==> src/rtl/branch_rs.sv <==
// Branch reservation station: a collapsing queue of branch/jump instructions
// that tracks two source operands per entry, wakes them up from the CDB and
// issues the oldest fully ready entry (one per cycle) to the branch unit.
// Optional build macro: BRANCH_RS_CDB_BYPASS_EN -- when defined, an entry whose
// missing operand(s) are being broadcast on the CDB this cycle may issue in the
// same cycle, with cdb_value forwarded into issue_insn.

package branch_rs_pkg;
    localparam int XLEN        = 32;
    localparam int ROB_TAG_LEN = 5;
    localparam int FUNC_W      = 4;

    localparam logic [FUNC_W-1:0] FUNC_BEQ  = 4'd0;
    localparam logic [FUNC_W-1:0] FUNC_BNE  = 4'd1;
    localparam logic [FUNC_W-1:0] FUNC_BLT  = 4'd4;
    localparam logic [FUNC_W-1:0] FUNC_BGE  = 4'd5;
    localparam logic [FUNC_W-1:0] FUNC_BLTU = 4'd6;
    localparam logic [FUNC_W-1:0] FUNC_BGEU = 4'd7;
    localparam logic [FUNC_W-1:0] FUNC_JAL  = 4'd8;
    localparam logic [FUNC_W-1:0] FUNC_JALR = 4'd9;

    // Instruction bundle exchanged with dispatch and the branch unit
    typedef struct packed {
        logic [FUNC_W-1:0]      func;
        logic [XLEN-1:0]        pc;
        logic [XLEN-1:0]        imm;
        logic [ROB_TAG_LEN-1:0] insn_tag;
        logic [XLEN-1:0]        value_src1;
        logic [XLEN-1:0]        value_src2;
    } INST_RS;

    // One station slot
    typedef struct packed {
        logic                   valid;
        logic [FUNC_W-1:0]      func;
        logic [XLEN-1:0]        pc;
        logic [XLEN-1:0]        imm;
        logic [ROB_TAG_LEN-1:0] insn_tag;
        logic                   src1_ready;
        logic [ROB_TAG_LEN-1:0] src1_tag;
        logic [XLEN-1:0]        src1_value;
        logic                   src2_ready;
        logic [ROB_TAG_LEN-1:0] src2_tag;
        logic [XLEN-1:0]        src2_value;
    } rs_entry_t;
endpackage

module branch_rs
    import branch_rs_pkg::*;
#(
    parameter int NUM_ENTRIES = 4,
    parameter int CNT_W       = $clog2(NUM_ENTRIES + 1)
) (
    input  logic                   clock,
    input  logic                   reset,
    input  logic                   flush,
    input  logic                   dispatch_valid,
    input  INST_RS                 dispatch_insn,
    input  logic                   dispatch_src1_ready,
    input  logic                   dispatch_src2_ready,
    input  logic [ROB_TAG_LEN-1:0] dispatch_src1_tag,
    input  logic [ROB_TAG_LEN-1:0] dispatch_src2_tag,
    output logic                   dispatch_ready,
    input  logic                   cdb_valid,
    input  logic [ROB_TAG_LEN-1:0] cdb_tag,
    input  logic [XLEN-1:0]        cdb_value,
    output logic                   issue_en,
    output INST_RS                 issue_insn,
    output logic [CNT_W-1:0]       free_count
);

    localparam int IDX_W = $clog2(NUM_ENTRIES);

    rs_entry_t              entry_reg  [NUM_ENTRIES];
    rs_entry_t              entry_next [NUM_ENTRIES];
    rs_entry_t              woken      [NUM_ENTRIES];
    rs_entry_t              new_entry;
    logic [CNT_W-1:0]       count_reg;
    logic [CNT_W-1:0]       count_next;
    logic [NUM_ENTRIES-1:0] src1_hit;
    logic [NUM_ENTRIES-1:0] src2_hit;
    logic [NUM_ENTRIES-1:0] eligible;
    logic                   sel_found;
    logic [IDX_W-1:0]       sel_idx;
    logic                   accept;
    logic [CNT_W-1:0]       write_pos;

    // Per-entry CDB tag match and select eligibility
    generate
        for (genvar gi = 0; gi < NUM_ENTRIES; gi++) begin : g_entry
            assign src1_hit[gi] = cdb_valid && !entry_reg[gi].src1_ready
                                  && (entry_reg[gi].src1_tag == cdb_tag);
            assign src2_hit[gi] = cdb_valid && !entry_reg[gi].src2_ready
                                  && (entry_reg[gi].src2_tag == cdb_tag);
`ifdef BRANCH_RS_CDB_BYPASS_EN
            assign eligible[gi] = entry_reg[gi].valid
                                  && (entry_reg[gi].src1_ready || src1_hit[gi])
                                  && (entry_reg[gi].src2_ready || src2_hit[gi]);
`else
            assign eligible[gi] = entry_reg[gi].valid
                                  && entry_reg[gi].src1_ready
                                  && entry_reg[gi].src2_ready;
`endif
        end
    endgenerate

    // Entry contents after applying this cycle's CDB wakeup
    always_comb begin
        for (int i = 0; i < NUM_ENTRIES; i++) begin
            woken[i] = entry_reg[i];
            if (src1_hit[i]) begin
                woken[i].src1_ready = 1'b1;
                woken[i].src1_value = cdb_value;
            end
            if (src2_hit[i]) begin
                woken[i].src2_ready = 1'b1;
                woken[i].src2_value = cdb_value;
            end
        end
    end

    // Oldest-first select: lowest eligible index wins
    always_comb begin
        sel_found = 1'b0;
        sel_idx   = '0;
        for (int i = NUM_ENTRIES - 1; i >= 0; i--) begin
            if (eligible[i]) begin
                sel_found = 1'b1;
                sel_idx   = IDX_W'(i);
            end
        end
    end

    assign issue_en       = sel_found && !flush && !reset;
    assign dispatch_ready = (count_reg < CNT_W'(NUM_ENTRIES));
    assign free_count     = CNT_W'(NUM_ENTRIES) - count_reg;
    assign accept         = dispatch_valid && dispatch_ready && !flush;
    assign write_pos      = count_reg - CNT_W'(issue_en);

    // Issue bundle; woken values carry the forwarded CDB result in bypass builds
    always_comb begin
        issue_insn = '0;
        if (issue_en) begin
            issue_insn.func       = woken[sel_idx].func;
            issue_insn.pc         = woken[sel_idx].pc;
            issue_insn.imm        = woken[sel_idx].imm;
            issue_insn.insn_tag   = woken[sel_idx].insn_tag;
            issue_insn.value_src1 = woken[sel_idx].src1_value;
            issue_insn.value_src2 = woken[sel_idx].src2_value;
        end
    end

    // Incoming dispatch, capturing a same-cycle CDB broadcast for waiting sources
    always_comb begin
        new_entry            = '0;
        new_entry.valid      = 1'b1;
        new_entry.func       = dispatch_insn.func;
        new_entry.pc         = dispatch_insn.pc;
        new_entry.imm        = dispatch_insn.imm;
        new_entry.insn_tag   = dispatch_insn.insn_tag;
        new_entry.src1_tag   = dispatch_src1_tag;
        new_entry.src2_tag   = dispatch_src2_tag;
        new_entry.src1_ready = dispatch_src1_ready
                               || (cdb_valid && (dispatch_src1_tag == cdb_tag));
        new_entry.src2_ready = dispatch_src2_ready
                               || (cdb_valid && (dispatch_src2_tag == cdb_tag));
        new_entry.src1_value = dispatch_src1_ready ? dispatch_insn.value_src1 : cdb_value;
        new_entry.src2_value = dispatch_src2_ready ? dispatch_insn.value_src2 : cdb_value;
    end

    // Next state: wakeup, collapse above the issued slot, then append the dispatch
    always_comb begin
        for (int i = 0; i < NUM_ENTRIES; i++) begin
            entry_next[i] = woken[i];
        end
        if (issue_en) begin
            for (int i = 0; i < NUM_ENTRIES - 1; i++) begin
                if (IDX_W'(i) >= sel_idx) begin
                    entry_next[i] = woken[i + 1];
                end
            end
            entry_next[NUM_ENTRIES-1].valid = 1'b0;
        end
        if (accept) begin
            entry_next[write_pos[IDX_W-1:0]] = new_entry;
        end
        count_next = count_reg - CNT_W'(issue_en) + CNT_W'(accept);
    end

    // State register; reset and flush both empty the station
    always_ff @(posedge clock) begin
        if (reset || flush) begin
            for (int i = 0; i < NUM_ENTRIES; i++) begin
                entry_reg[i].valid <= 1'b0;
            end
            count_reg <= '0;
        end else begin
            for (int i = 0; i < NUM_ENTRIES; i++) begin
                entry_reg[i] <= entry_next[i];
            end
            count_reg <= count_next;
        end
    end

endmodule

==> config.mk <==
export PLATFORM = sky130hd
export DESIGN_NAME = branch_rs
export DESIGN_NICKNAME = d
export VERILOG_FILES = /design/src/rtl/branch_rs.sv
export SDC_FILE = /design/constraint.sdc
export NUM_CORES = 2
export LEC_CHECK = 0
export BUFFER_PORTS_ARGS = -buffer_cell sky130_fd_sc_hd__buf_4
export CAP_MARGIN = 20
export CORE_ASPECT_RATIO = 1.25
export CORE_UTILIZATION = 45
export CTS_CLUSTER_DIAMETER = 30
export DETAILED_ROUTE_END_ITERATION = 12
export PLACE_DENSITY = 0.62
export SYNTH_ARGS = -nofsm -noshare
export SYNTH_HDL_FRONTEND = slang
export SYNTH_SLANG_ARGS = --single-unit
==> constraint.sdc <==
create_clock -name clock -period 28.6 [get_ports clock]
set_input_delay 1.43 -clock clock [delete_from_list [all_inputs] [get_ports clock]]
set_output_delay 1.43 -clock clock [all_outputs]
set_load 0.02 [all_outputs]
==> impl_metrics.yaml <==
clocking:
  cts_resized: 0
  holdBufCountCts: 0
  cts_setup_buffers: 0
  htreeDepth: 4
  clkTransAtPathRegs_ps: 50
  cts_tree: "done"
  clock_path_buffers: 3
  numCtsBuffers: 141
  cts-root-buf: "clkbuf_16"
  cts.sinks: 603
  clk_latency_ps: 740
pwr:
  leakagePower_uw: 0.01530
  power_uw: 2869
  p_per_area_nw_per_um2: 63.53
  peakVddDrop_mv: 0.06234
finish:
  drive_above_1_share_pct: 17.03
  fillers: 7304
  final-instance-count-excl-fill: 5229
  multi_input_area_um2: 17600
  syn2layout_area_growth_pct: 21.28
  nNetsFinal: 4234
  regArea_um2: 18040
timing:
  setup_tns_ps: 0
  rsz0062_at_grt: "false"
  slew_violations: 0
  setup_viol: 0
  worst_clock_skew_ps: 39.57
  period_minus_slack_ps: 6465
  fmax_mhz: 154.7
  finalCritPeriodShare_pct: 22.60
  finalHoldViolCount: 0
  tightestPinTransition_ps: 1201
  max-slew-margin-rel_pct: 19.92
yosys:
  synth-async-reset-ratio_pct: 0
  synth_area_per_cell_um2: 9.583
  synth.distinct_cells: 58
  netlist_area_um2: 37240
  seq_area_frac_synth_pct: 48.43
  netlist_instances: 3886
  ys_ff_latch: 603
  synth-edff-count: 596
  synth-main-ff-cell: "edfxtp_1"
  yosysWarnings: 0
  syn_nets: 4081
die:
  die_w_um: 259.3
  rows: 117
  die_h_um: 323.6
  core_area_um2: 81690
  dieArea_um2: 83920
  start_util_pct: 45.59
  io_pins: 333
critical_path:
  reg2reg_from: "entry_reg[1][37]"
  reg2reg_slack_ps: 22990
  critPathLaunchType: "input port"
  ff2ff_path_depth: 13
  cp.required_ps: 27170
  crit_path_end_kind: "output pin"
  crit_family: "buffers and inverters"
  crit_chain: "buf_4 -> or2_2 -> inv_8 -> buf_4 -> nand3_2 -> buf_4 -> o221ai_1 -> buf_4"
  cp.arrival_ps: 5030
  critical_path_class: "input port to output pin"
  critPathMaxStageDelay_ps: 920
  crit_fanout: 117
  regToRegEndpoint: "entry_reg[0][0]"
  cp_slowest_cell: "buf_4"
  cpMostUsedCell: "buf_4"
  cp.buffers_inverters: 5
routing:
  wl_per_cell_um: 26.63
  drc: 0
  postRouteWirelength_mm: 139.2
  vias: 33890
  via_per_inst: 6.481
  firstDrtPassIters: 7
  ant_nets: 0
  drt_first_iter_violations: 4018
min_path:
  whs_path_depth: 2
  hold_path.startpoint: "entry_reg[3][149]"
  hp-class: "flop to flop"
  whs_endpoint: "entry_reg[3][149]"
global_routing:
  overflow: 0
  grt_use_met2_pct: 51.35
  grt_pass1_wl_mm: 205.9
  antenna_found_initial: 14
  use_met1_pct: 39.46
  busiest_layer: "met2"
  grt_pass1_vias: 32580
  grt_use_total_pct: 32.49
  grt_max_degree: 118
  grt_use_met3_pct: 8.603
flow_run:
  maxCapViolCount: 0
placement:
  dp_cells: 4961
  place_hpwl_mm: 81.49
  gp_congestion: 0.8801
  portBuffers: 332
status:
  status: "completed"
==> worst max-delay path by stage <==
stage,startpoint,end,slack (ps),cells after the start
global placement,flush,entry_reg[0][6],22060,13
CTS,flush,issue_insn[32],22230,8
detailed placement,flush,entry_reg[0][5],21920,13
finish,flush,issue_insn[32],22140,8
floorplan,flush,flop,14490,13
global route,flush,issue_insn[32],22020,8
==> worst min-delay path, stage by stage (launching register included) <==
cell and delay, ps:
dfxtp_1 310, nand3_1 70, a21oi_1 60
==> layout make-up <==
cell class | instances | area share (%)
sequential | 603 | 39.93
antenna | 7 | 0.03878
timing repair buffer | 408 | 6.975
clock inverter | 92 | 2.554
clock buffer | 163 | 8.133
multi-input combinational | 2835 | 38.97
tap | 1071 | 2.967
inverter | 50 | 0.4321
==> cell usage after synthesis, types with 3 or more instances <==
cell | count | share of area [%]
o311ai_0 | 14 | 0.33
nor3_1 | 100 | 1.3
a21oi_1 | 177 | 2.4
nor2_1 | 311 | 3.1
and3b_1 | 12 | 0.28
buf_2 | 50 | 0.67
xnor2_1 | 33 | 0.78
a21boi_0 | 48 | 0.97
o2111ai_1 | 29 | 0.68
nand2_1 | 476 | 4.8
and2_1 | 3 | 0.050
mux2i_1 | 290 | 7.8
and3_1 | 25 | 0.42
edfxtp_1 | 596 | 48
dfxtp_1 | 7 | 0.38
o21bai_1 | 12 | 0.24
nand3b_1 | 5 | 0.10
o31ai_1 | 65 | 1.3
nor2b_1 | 77 | 1.3
buf_6 | 4 | 0.12
a31oi_1 | 83 | 1.4
o221ai_1 | 52 | 1.2
inv_1 | 49 | 0.49
and4_1 | 6 | 0.14
nand3_1 | 76 | 1.0
nand4_1 | 8 | 0.13
a2111o_1 | 9 | 0.27
a221oi_1 | 63 | 1.5
o32ai_1 | 52 | 1.2
nor4_1 | 6 | 0.10
buf_1 | 18 | 0.18
a21o_1 | 40 | 0.81
or3_1 | 3 | 0.050
o21ai_0 | 351 | 4.7
xor2_1 | 19 | 0.45
nor3b_1 | 3 | 0.060
o21ai_1 | 8 | 0.11
mux2_2 | 12 | 0.36
o22ai_1 | 78 | 1.3
a211oi_1 | 236 | 4.8
ha_1 | 4 | 0.13
or2_2 | 3 | 0.050
clkbuf_1 | 324 | 3.3
a21oi_2 | 31 | 0.73
==> per-layer routing <==
metal	share of wire [%]	wire length, µm
met5	0.078	109
met4	6.0	8394
met3	11	15130
met2	46	64530
met1	37	51080
==> layout by cell type (no fill, tap or decap), types with 8 or more instances in the layout <==
| cell | n |
|---|---|
| xnor2_1 | 33 |
| a21oi_2 | 30 |
| o221ai_1 | 52 |
| clkinv_2 | 16 |
| nor2b_1 | 77 |
| mux2i_1 | 290 |
| clkinv_1 | 19 |
| nor3_1 | 100 |
| bufinv_16 | 17 |
| o31ai_1 | 65 |
| and3b_1 | 12 |
| and3_1 | 25 |
| a21oi_1 | 177 |
| o311ai_0 | 14 |
| a221oi_1 | 63 |
| nor2_1 | 305 |
| clkbuf_16 | 143 |
| a31oi_1 | 83 |
| xor2_1 | 19 |
| o21bai_1 | 12 |
| a21boi_0 | 48 |
| clkinvlp_4 | 15 |
| clkbuf_1 | 18 |
| nand2_1 | 474 |
| a211oi_1 | 236 |
| inv_1 | 49 |
| nand3_1 | 73 |
| o21ai_0 | 350 |
| o32ai_1 | 52 |
| o2111ai_1 | 29 |
| mux2_2 | 12 |
| buf_4 | 402 |
| edfxtp_1 | 596 |
| o22ai_1 | 78 |
| a2111o_1 | 9 |
| nand4_1 | 8 |
| a21o_1 | 40 |
==> power breakdown <==
part,switching [µW],leakage [µW],total [µW],internal (µW)
registers,19.6,0.00560,1040,1020
clock network,549,0.00230,1630,1080
logic,136,0.00740,203,67.5
==> cell families after synthesis <==
logic type               share of synthesized area [%]
AND/OR/NAND/NOR                                  13.15
multiplexers                                     8.157
adder cells (fa/ha/maj)                         0.1344
XOR/XNOR                                         1.223
AO/OA/AOI/OAI                                    24.11
flip-flops                                       48.43
buffers and inverters                            4.784
==> through the flow <==
stage               utilization (%)  hold WS, ps  cell area (µm²)  worst slack, ps
detailed placement            49.20        480.7            40190            21920
global route                  55.29        509.2            45160            22020
floorplan                         -        455.9            37240            14490
finish                        55.29        484.7            45170            22140
CTS                           55.11        487.2            45020            22230
global placement              49.20        469.2            40190            22060
No activity file was read; power rests on OpenSTA's default activity.
